==> src/rtl/seg_scan_driver.sv <==
// rtl/seg_scan_driver.sv - multiplexed 7-segment scan driver with dead-time and tear-free double-buffered frame updates
// Optional brightness PWM on the lit digit is enabled by defining SEG_SCAN_BRIGHT_EN.
module seg_scan_driver #(
  parameter int DIGITS    = 4,
  parameter int SCAN_DIV  = 100000,
  parameter int BLANK_CYC = 16
) (
  input  logic                  clk,
  input  logic                  rst,
  input  logic                  upd_valid,
  output logic                  upd_ready,
  input  logic [8*DIGITS-1:0]   seg_in,
  output logic [7:0]            seg_out,
  output logic [DIGITS-1:0]     an,
`ifdef SEG_SCAN_BRIGHT_EN
  input  logic [3:0]            brightness,
`endif
  output logic                  frame_done
);

  localparam int MAXC = (SCAN_DIV > BLANK_CYC) ? SCAN_DIV : BLANK_CYC;
  localparam int CW   = $clog2(MAXC + 1);
  localparam int IW   = (DIGITS > 1) ? $clog2(DIGITS) : 1;

  typedef enum logic {S_BLANK, S_DISPLAY} state_t;

  state_t                r_state;
  logic [CW-1:0]         r_cnt;
  logic [IW-1:0]         r_idx;
  logic [8*DIGITS-1:0]   r_active;
  logic [8*DIGITS-1:0]   r_shadow;
  logic                  r_pending;

  logic [CW-1:0]         w_cnt_inc;
  logic [DIGITS-1:0]     w_an_sel;
  logic [7:0]            w_seg_sel;
  logic                  w_lit_first;
  logic                  w_lit_next;

  assign upd_ready = !r_pending;
  assign w_cnt_inc = r_cnt + 1'b1;
  assign w_an_sel  = ~({{(DIGITS-1){1'b0}}, 1'b1} << r_idx);
  assign w_seg_sel = r_active[8*r_idx +: 8];

`ifdef SEG_SCAN_BRIGHT_EN
  // Lit window is evaluated against the count the registers will hold after this edge.
  int w_thresh;
  always_comb begin
    w_thresh = ((int'(brightness) + 1) * SCAN_DIV) >> 4;
  end
  assign w_lit_first = (w_thresh > 0);
  assign w_lit_next  = (int'(w_cnt_inc) < w_thresh);
`else
  assign w_lit_first = 1'b1;
  assign w_lit_next  = 1'b1;
`endif

  always_ff @(posedge clk) begin
    if (rst) begin
      r_state    <= S_BLANK;
      r_cnt      <= '0;
      r_idx      <= '0;
      r_active   <= {DIGITS{8'hFF}};
      r_shadow   <= {DIGITS{8'hFF}};
      r_pending  <= 1'b0;
      an         <= '1;
      seg_out    <= 8'hFF;
      frame_done <= 1'b0;
    end else begin
      frame_done <= 1'b0;
      if (upd_valid && !r_pending) begin
        r_shadow  <= seg_in;
        r_pending <= 1'b1;
      end
      case (r_state)
        S_BLANK: begin
          if (r_cnt == CW'(BLANK_CYC - 1)) begin
            r_state <= S_DISPLAY;
            r_cnt   <= '0;
            if (w_lit_first) begin
              an      <= w_an_sel;
              seg_out <= w_seg_sel;
            end else begin
              an      <= '1;
              seg_out <= 8'hFF;
            end
          end else begin
            r_cnt <= w_cnt_inc;
          end
        end
        S_DISPLAY: begin
          if (r_cnt == CW'(SCAN_DIV - 1)) begin
            r_state <= S_BLANK;
            r_cnt   <= '0;
            an      <= '1;
            seg_out <= 8'hFF;
            if (r_idx == IW'(DIGITS - 1)) begin
              // Frame boundary: the only point where a buffered frame may go live.
              r_idx      <= '0;
              frame_done <= 1'b1;
              if (r_pending) begin
                r_active  <= r_shadow;
                r_pending <= 1'b0;
              end
            end else begin
              r_idx <= r_idx + 1'b1;
            end
          end else begin
            r_cnt <= w_cnt_inc;
            if (w_lit_next) begin
              an      <= w_an_sel;
              seg_out <= w_seg_sel;
            end else begin
              an      <= '1;
              seg_out <= 8'hFF;
            end
          end
        end
        default: r_state <= S_BLANK;
      endcase
    end
  end

endmodule

==> config.mk <==
export PLATFORM = sky130hd
export DESIGN_NAME = seg_scan_driver
export DESIGN_NICKNAME = d
export VERILOG_FILES = /design/src/rtl/seg_scan_driver.sv
export SDC_FILE = /design/constraint.sdc
export NUM_CORES = 1
export LEC_CHECK = 0
export ABC_AREA = 0
export CORE_MARGIN = 2
export CORE_UTILIZATION = 55
export DETAILED_ROUTE_END_ITERATION = 12
export PLACE_DENSITY = 0.78
export SLEW_MARGIN = 20
export SYNTH_ARGS = -nofsm -noshare
export SYNTH_HDL_FRONTEND = slang
export SYNTH_SLANG_ARGS = --single-unit
==> constraint.sdc <==
create_clock -name clk -period 2.6 [get_ports clk]
set_input_delay 0.65 -clock clk [delete_from_list [all_inputs] [get_ports clk]]
set_output_delay 0.65 -clock clk [all_outputs]
set_load 0.01 [all_outputs]
==> results of run 1 <==
cells in the final DEF, fill, tap and decap left out, types with 6 or more instances in the layout:
cell and instances:
mux2i_1 65, buf_4 6, nor2_1 34, a31oi_1 8, clkdlybuf4s50_1 48, mux4_2 8
dfxtp_1 98, xor2_1 9, nand3_1 8, clkbuf_8 9, nand2_1 72, xnor2_1 6
nor3_1 11
per-layer routing:
layer  routed length [um]  up-vias  share of wire
met2                 3729       52           0.51
met4                   29        0         0.0039
met5                    0        -              0
met1                 3357     1321           0.46
li1                     -     1396              -
met3                  259        2          0.035
cells in the mapped netlist:
library cell / instances
a21oi_1: 1
nand3_2: 1
or3_1: 2
o21bai_1: 1
nor4_1: 3
nor4_4: 1
dlymetal6s2s_1: 1
and3_1: 4
mux2i_1: 65
xnor2_1: 6
ha_1: 5
nand2_2: 1
nor2b_1: 1
nor3_1: 11
o31ai_2: 1
dfxtp_1: 98
a31oi_1: 8
nand2_1: 72
and4_1: 1
o21ai_1: 3
nor2_1: 34
and2_1: 5
o21ai_0: 1
xor2_1: 9
clkbuf_1: 7
o31a_2: 1
and3_4: 1
nand4_1: 2
nand3_4: 1
nor4_2: 1
buf_2: 9
nand3_1: 8
dlygate4sd1_1: 2
buf_6: 3
inv_1: 6
mux4_2: 8
worst min-delay path by stage:
| stage | from | endpoint | slack (ns) | cells after the start |
|---|---|---|---|---|
| floorplan | r_active[14] | r_active[14] | 0.44 | 2 |
| global placement | r_active[21] | r_active[21] | 0.45 | 2 |
| detailed placement | r_active[28] | r_active[28] | 0.46 | 2 |
| CTS | r_active[28] | r_active[28] | 0.48 | 2 |
| global route | r_shadow[20] | r_active[20] | 0.50 | 2 |
| finish | r_active[28] | r_active[28] | 0.48 | 2 |
flip-flops by register name, summed over array words and instances, names as in the netlist:
name and cells:
an 4, frame_done 1, r_active 32, r_cnt 17
r_idx 2, r_pending 1, r_shadow 32, r_state 1
seg_out 8
worst max-delay path: stages (launching register included):
cell     delay, ns
dfxtp_1       0.40
ha_1          0.29
nand3_4       0.14
or3_1         0.56
or3_1         0.37
a21oi_1       0.15
kinds of logic (layout without fill, tap and decap cells):
group           after synthesis  after routing
simple gates                149            149
flops                        98             98
mux                          73             73
buf+inv                      28             78
compound gates               16             16
xor+xnor                     15             15
fa+ha+maj                     5              5
cell type report:
type / count / area share
inverter: 6 / 0.004781
multi-input combinational: 258 / 0.3873
clock inverter: 5 / 0.01806
sequential: 98 / 0.4165
timing repair buffer: 56 / 0.1201
clock buffer: 11 / 0.02789
tap: 96 / 0.02550
metrics by stage:
step	instance area, um^2	total power [mW]	cells	util	hold slack [ns]
after floorplan	3936	1.683	384	-	0.4351
after global placement	4494	1.759	514	0.6543	0.4482
after detailed placement	4494	1.766	514	0.6543	0.4574
after CTS	4711	2.806	530	0.6858	0.4784
after global routing	4711	2.885	530	0.6858	0.4975
final	4711	2.785	530	0.6858	0.4780
power by group:
group	internal (mW)	switching [mW]	total [mW]
combinational	0.0967	0.0737	0.170
sequential	1.54	0.0241	1.56
clock	0.550	0.506	1.06
total	2.18	0.604	2.79
==> flow_summary.json, run 1 <==
{
  "status": "complete, no violations",
  "antenna_found_initial": 0,
  "cp-end-kind": "flop",
  "grt_max_degree": 66,
  "cp_max_fo": 11,
  "vias_per_cell": 5.228,
  "cts-buffers-inserted": 9,
  "yosysSeqAreaShare": 0.4984,
  "num_io_pins": 49,
  "synth_top_family_by_area": "multiplexers",
  "grt_pass1_wl_mm": 12.24,
  "gp_congestion": 0.8007,
  "firstDrtPassIters": 6,
  "timing_worst_slew_pin_value_ns": 0.7185,
  "start_kind": "flop",
  "drive_gt1_frac": 0.08986,
  "yosysWarnings": 0,
  "synth_top_cell_by_area": "dfxtp_1",
  "fin_ws_ns": 0.6404,
  "post-route-period-util": 0.7537,
  "synth_seq_cells": 98,
  "route.detailed.drc": 0,
  "skew_ns": 0.01149,
  "synthesis.nets": 424,
  "r2r-start": "r_cnt[0]",
  "synth-simple-area-share": 0.1745,
  "root_buffer": "clkbuf_8",
  "drtAntennaViolNets": 0,
  "setup_tns_ns": 0,
  "gr-max-usage-layer": "met2",
  "min_period_ns": 1.960,
  "wl_mm": 7.376,
  "report.final.slew_viol_count": 0,
  "wire_per_inst_um": 13.92,
  "worstHoldPathType": "reg -> reg",
  "pwr_density_cell_mw_per_mm2": 591.3,
  "syn_area_mm2": 0.003936,
  "fp.dieW_um": 88.60,
  "cts_setup_buffers": 0,
  "synth_adder_area_share": 0.01589,
  "ff_latch_area_mm2": 0.001962,
  "cts_hold_buf": 0,
  "clkSinkCount": 98,
  "initial_core_util": 0.5730,
  "grt_use_met1": 0.2607,
  "muxShareOfSynthArea": 0.2111,
  "grt_use_total": 0.2026,
  "clock_latency_ns": 0.35,
  "synth_top_area_frac": 0.4984,
  "port_buffers": 48,
  "fmax_ghz": 0.5103,
  "cts.clk_slew.worst_paths_ns": 0.09,
  "fill_cells": 539,
  "dp.final_hpwl_mm": 5.080,
  "cts_tree": "done",
  "synth_xor_xnor_area_share": 0.03338,
  "cts_buffer_depth": 2,
  "r2r_cells": 5,
  "relSlewSlack": 0.5166,
  "rr_endpoint": "r_idx[0]",
  "die_y_um": 88.60,
  "crit_arrival_ns": 2.25,
  "synth_area_leaders": "dfxtp_1, mux2i_1, nand2_1",
  "irDropWorstVdd_v": 0.0004196,
  "grt_overflow": 0,
  "critPathLaunch": "r_cnt[0]",
  "placementRows": 30,
  "hold_viol": 0,
  "synth.distinct_cells": 36,
  "finalSetupViolations": 0,
  "syn_inst": 384,
  "multiInputGateArea_mm2": 0.001824,
  "cp.required_ns": 2.89,
  "ctsResizeCount": 0,
  "grt_pass1_vias": 2631,
  "drtIter0Drc": 132,
  "fin_nets": 469,
  "dieArea_mm2": 0.007850,
  "vias": 2771,
  "use_met2": 0.3363,
  "maxCapViolCount": 0,
  "worst-setup-path-type": "reg -> reg",
  "regToRegSetupSlack_ns": 0.64,
  "place_ws_ns": 0.5460,
  "rsz0062_at_grt": "no",
  "power.leakage_nw": 1.705,
  "syn_area_per_cell_um2": 10.25,
  "cp-endpoint": "r_idx[0]",
  "syn_to_final_growth_pct": 19.68,
  "core_mm2": 0.006869,
  "diodes": 0,
  "grtUsageMet3": 0.05784,
  "synth-compound-area-share": 0.02670,
  "h-tree-depth": 3
}
Power figures use the tool's default switching activity.
==> run 2: changes to the inputs <==
Settings changed: CORE_UTILIZATION 55 to 49, PLACE_DENSITY 0.78 to 0.74.
Clock period 2.6 ns to 1.75 ns, I/O delays scaled along.
==> run 2 against run 1 <==
Net effect: die area grew 12%; combinational power rose by 63%; clock skew is 0.0019 ns higher; clock power is 39% higher; sequential power rose by 49%; clock-buffer cell count down 2; first-iteration DRC count down 5.3%; the run now ends with negative setup slack left; global-route usage down 0.66 points; core utilization is 2.4 points lower.
==> flow_summary.json, run 2 (synthesized netlist as in run 1, its figures left out) <==
{
  "grtUsageMet3": 0.03868,
  "placementRows": 32,
  "p_seq_frac": 0.570,
  "finish.utilization": 0.6616,
  "die_y_um": 93.63,
  "switchingPower_uw": 953.4,
  "clkSinkCount": 98,
  "hold_depth": 2,
  "cts-buffers-inserted": 9,
  "fin_ws_ns": -0.1060,
  "initial_core_util": 0.5068,
  "maxCapViolCount": 0,
  "firstDrtPassIters": 4,
  "crit_family": "simple AND/OR/NAND/NOR gates",
  "power.leakage_nw": 1.925,
  "swShare": 0.2344,
  "grt_overflow": 0,
  "holdCritStartpoint": "r_active[26]",
  "crit_path_max_incr_delay_ns": 0.34,
  "port_buffers": 48,
  "dieArea_mm2": 0.008767,
  "h-tree-depth": 3,
  "r2r-start": "r_cnt[12]",
  "gp_congestion": 0.8245,
  "start_kind": "flop",
  "worstPathCellList": "nor4_4, nand2_2, nor4_4, buf_4, clkbuf_16, mux2i_1, nand2_1",
  "skew_ns": 0.01338,
  "diodes": 0,
  "hold_viol": 0,
  "hold_end": "r_active[26]",
  "grt_use_total": 0.1960,
  "vias": 2918,
  "post-route-period-util": 1.061,
  "p_comb_frac": 0.068,
  "route.detailed.drc": 0,
  "core_mm2": 0.007767,
  "r2r_cells": 7,
  "antenna_found_initial": 0,
  "place_area_mm2": 0.004698,
  "wire_per_inst_um": 14.59,
  "rr_endpoint": "r_active[11]",
  "clock_latency_ns": 0.36,
  "timing_worst_slew_pin_value_ns": 0.3009,
  "cts_buffer_depth": 2,
  "irDropWorstVdd_v": 0.0004593,
  "stdcell_area_mm2": 0.005139,
  "crit_buf_inv": 2,
  "wl_mm": 8.303,
  "dp.final_hpwl_mm": 5.262,
  "grt_pass1_vias": 2820,
  "cp.required_ns": 2.00,
  "use_met2": 0.3147,
  "drive_gt1_frac": 0.1799,
  "relSlewSlack": 0.7991,
  "p_clk_frac": 0.362,
  "setup_tns_ns": -0.9853,
  "regToRegSetupSlack_ns": -0.11,
  "path_common_cell": "nor4_4",
  "fp.dieW_um": 93.63,
  "crit_arrival_ns": 2.10,
  "worst-setup-path-type": "reg -> reg",
  "final_common_cell": "dfxtp_1",
  "finalSetupViolations": 33,
  "gr-max-usage-layer": "met2",
  "grt_max_degree": 65,
  "syn_to_final_growth_pct": 30.55,
  "report.final.slew_viol_count": 0,
  "vias_per_cell": 5.128,
  "cts.clk_slew.worst_paths_ns": 0.10,
  "worstHoldPathType": "reg -> reg",
  "final_cell_mix": "dfxtp_1, nand2_1, mux2i_1",
  "drtIter0Drc": 125,
  "cts_tree": "done",
  "fmax_ghz": 0.5388,
  "fill_cells": 599,
  "internal_power_mw": 3.114,
  "status": "finished with violations",
  "fin_nets": 502,
  "cp-end-kind": "flop",
  "grt_use_met1": 0.2577,
  "num_io_pins": 49,
  "rsz0062_at_grt": "yes",
  "grt_pass1_wl_mm": 13.30,
  "slowest_stage": "dfxtp_2",
  "pwr_density_cell_mw_per_mm2": 791.4,
  "drtAntennaViolNets": 0,
  "min_period_ns": 1.856,
  "root_buffer": "clkbuf_8",
  "cp_max_fo": 8,
  "top_regs": "r_active (32), r_shadow (32), r_cnt (17)",
  "failed_checks": "negative setup slack"
}
==> run 2: stage by stage <==
stage | total power, mW | cells | hold WS (ns) | setup slack [ns]
after floorplan | 2.502 | 384 | 0.4351 | 0.01357
after global placement | 2.637 | 543 | 0.4475 | 0.01040
after detailed placement | 2.645 | 543 | 0.4567 | -0.03321
after CTS | 4.096 | 564 | 0.4797 | -0.03001
after global routing | 4.235 | 569 | 0.5000 | -0.1999
final | 4.067 | 569 | 0.4808 | -0.1060
==> run 2: worst max path at each step <==
| stage | start | end | depth (start not counted) |
|---|---|---|---|
| 3_3_place_gp | upd_valid | r_shadow[30] | 5 |
| 6_report | r_cnt[12] | r_active[11] | 7 |
| 2_1_floorplan | r_state | r_active[0] | 6 |
| 4_1_cts | r_cnt[12] | r_active[31] | 7 |
| 5_1_grt | r_cnt[12] | r_active[25] | 7 |
| 3_5_place_dp | upd_valid | r_shadow[29] | 5 |
==> run 2: cell type report <==
type / instances / area, um^2 / share of cell area
Clock buffer: 9 / 123.9 / 0.02411
Multi-Input combinational cell: 258 / 1912 / 0.3720
Tap cell: 102 / 127.6 / 0.02484
Clock inverter: 7 / 73.82 / 0.01437
Inverter: 6 / 22.52 / 0.004383
Sequential cell: 98 / 1964 / 0.3823
Timing Repair Buffer: 89 / 914.6 / 0.1780
==> run 2: what timing repair did <==
item,4_1_cts,5_1_grt
setup buffers,3,1
gates cloned,2,4
setup endpoints to repair,33,54
hold buffers,0,0
pin swaps,3,5
gates resized for setup,8,16
==> run 2: worst min-delay path, delay by kind of cell, from the launching register on <==
kind	cells	cell delay (ns)
simple gates	1	0.05
flops	1	0.34
mux	1	0.06
==> run 2: layer usage <==
layer  wire length (um)  part of all wire
met3                315             0.038
met4                 83             0.010
met5                  0                 0
met1               3868              0.47
met2               4035              0.49
==> run 2: power groups by stage <==
stage	combinational [mW]	sequential [mW]	clock, mW
finish	0.277	2.32	1.47
global route	0.303	2.33	1.61
CTS	0.277	2.32	1.50
detailed placement	0.277	2.37	0
global placement	0.271	2.37	0
floorplan	0.147	2.36	0
==> run 3: changes to the inputs <==
Settings changed: PLACE_DENSITY 0.74 to 0.84, SLEW_MARGIN 20 to unset.
==> run 3 against run 2 <==
Net effect: largest cell class unchanged; clock-buffer cell count up 1; sequential cell count is the same; combinational power up 4%; the run still ends with negative setup slack left; register-to-register slack better by 0.04 ns; clock power decreased by 8%; clock skew down 0.0018 ns; critical path depth stayed put; worst setup slack better by 0.044 ns; die area unchanged; cell area shrank 0.66%.
==> flow_summary.json, run 3 (synthesized netlist as in run 1, its figures left out) <==
{
  "grt_use_total": 0.1996,
  "wire_per_inst_um": 15.85,
  "dp_cells": 538,
  "num_io_pins": 49,
  "die_y_um": 93.63,
  "report.final.slew_viol_count": 0,
  "dieArea_mm2": 0.008767,
  "vias": 2998,
  "setup_tns_ns": -0.7752,
  "cts_buffer_depth": 2,
  "holdWs_ns": 0.4784,
  "ff_latch_area_mm2": 0.001977,
  "initial_core_util": 0.5068,
  "firstDrtPassIters": 4,
  "final_common_cell": "dfxtp_1",
  "place_ws_ns": -0.1098,
  "core_mm2": 0.007767,
  "root_buffer": "clkbuf_8",
  "route.detailed.drc": 0,
  "status": "finished with violations",
  "min_period_ns": 1.812,
  "path_common_cell": "nor4_4",
  "relSlewSlack": 0.7823,
  "grt_pass1_vias": 2869,
  "crit_path_max_incr_delay_ns": 0.37,
  "h-tree-depth": 3,
  "power.leakage_nw": 1.912,
  "drtAntennaViolNets": 0,
  "stdcell_area_mm2": 0.005105,
  "finalSetupViolations": 30,
  "multiInputGateArea_mm2": 0.001906,
  "grt_max_degree": 65,
  "drtIter0Drc": 141,
  "start_kind": "flop",
  "hold_viol": 0,
  "cp.required_ns": 2.00,
  "clock_latency_ns": 0.36,
  "finish.utilization": 0.6572,
  "cp-end-kind": "flop",
  "fin_ws_ns": -0.06222,
  "syn_to_final_growth_pct": 29.69,
  "diodes": 0,
  "drive_gt1_frac": 0.1871,
  "place_area_mm2": 0.004673,
  "post-route-period-util": 1.036,
  "wl_mm": 8.988,
  "dp.final_hpwl_mm": 5.545,
  "fin_nets": 501,
  "placementRows": 32,
  "fp.dieW_um": 93.63,
  "regToRegSetupSlack_ns": -0.06,
  "fmax_ghz": 0.5518,
  "cts_hold_buf": 0,
  "worst-setup-path-type": "reg -> reg",
  "worstPathCellList": "nor4_4, nand2_2, nor4_4, buf_6, buf_12, mux2i_4, nand2_1",
  "top_regs": "r_active (32), r_shadow (32), r_cnt (17)",
  "cts_tree": "done",
  "rsz0062_at_grt": "yes",
  "cp_max_fo": 17,
  "r2r_cells": 7,
  "port_buffers": 48,
  "clkSinkCount": 98,
  "fin_cells": 567,
  "skew_ns": 0.01155,
  "cts.clk_slew.worst_paths_ns": 0.10,
  "gp_congestion": 0.7780,
  "antenna_found_initial": 0,
  "slowest_stage": "dfxtp_4",
  "worstHoldPathType": "reg -> reg",
  "failed_checks": "negative setup slack",
  "power_mw": 3.955,
  "rr_endpoint": "r_active[13]",
  "fill_cells": 571,
  "pwr_density_cell_mw_per_mm2": 774.7,
  "grt_overflow": 0,
  "irDropWorstVdd_v": 0.0006467,
  "final_cell_mix": "dfxtp_1, nand2_1, mux2i_1",
  "crit_arrival_ns": 2.06,
  "vias_per_cell": 5.287,
  "hold_end": "r_shadow[12]",
  "grt_pass1_wl_mm": 13.43,
  "holdCritStartpoint": "r_shadow[12]",
  "r2r-start": "r_cnt[11]",
  "cts-buffers-inserted": 9,
  "maxCapViolCount": 0,
  "hold_depth": 2,
  "timing_worst_slew_pin_value_ns": 0.3266
}
==> run 3: worst max-delay path by stage <==
stage                         start           end  cells past startpoint
after global routing      r_cnt[11]  r_active[29]                      7
after CTS                 r_cnt[14]   r_active[8]                      7
after global placement    upd_valid  r_shadow[26]                      5
after floorplan             r_state   r_active[0]                      6
final                     r_cnt[11]  r_active[13]                      7
after detailed placement  r_cnt[11]  r_active[13]                      6
==> run 3: final cells by class <==
type	count	area share
repair buffers	88	0.1757
multi-input cells	258	0.3733
flip-flops and latches	98	0.3873
inverters	6	0.004412
clock inverters	5	0.007353
clock buffers	10	0.02696
well taps	102	0.02500
==> run 3: where the power goes <==
| part | internal [mW] | switching (mW) | leakage (nW) | total, mW |
|---|---|---|---|---|
| registers | 2.28 | 0.0380 | 0.802 | 2.32 |
| logic | 0.169 | 0.119 | 1.02 | 0.288 |
| clock network | 0.556 | 0.794 | 0.0852 | 1.35 |
| total | 3.00 | 0.951 | 1.91 | 3.95 |
==> run 3: layer usage <==
metal	vias up	wire, um	global-route usage
li1	1466	-	-
met1	1453	3728	0.2270
met2	62	4764	0.3675
met3	17	257	0.04432
met4	0	238	0.06763
met5	-	0	0
==> run 3: critical path, delay by kind of cell, from the launching register on <==
family / cells / cell delay [ns]
multiplexers: 1 / 0.25
flip-flops: 1 / 0.37
AND/OR/NAND/NOR: 4 / 0.70
buffers and inverters: 2 / 0.35
==> run 3: repair_timing <==
item / in CTS / in global routing
hold endpoints to repair: 0 / 0
setup buffers: 4 / 6
resized for setup: 9 / 21
pin swaps: 3 / 5
gates cloned: 3 / 2
setup endpoints to repair: 41 / 49
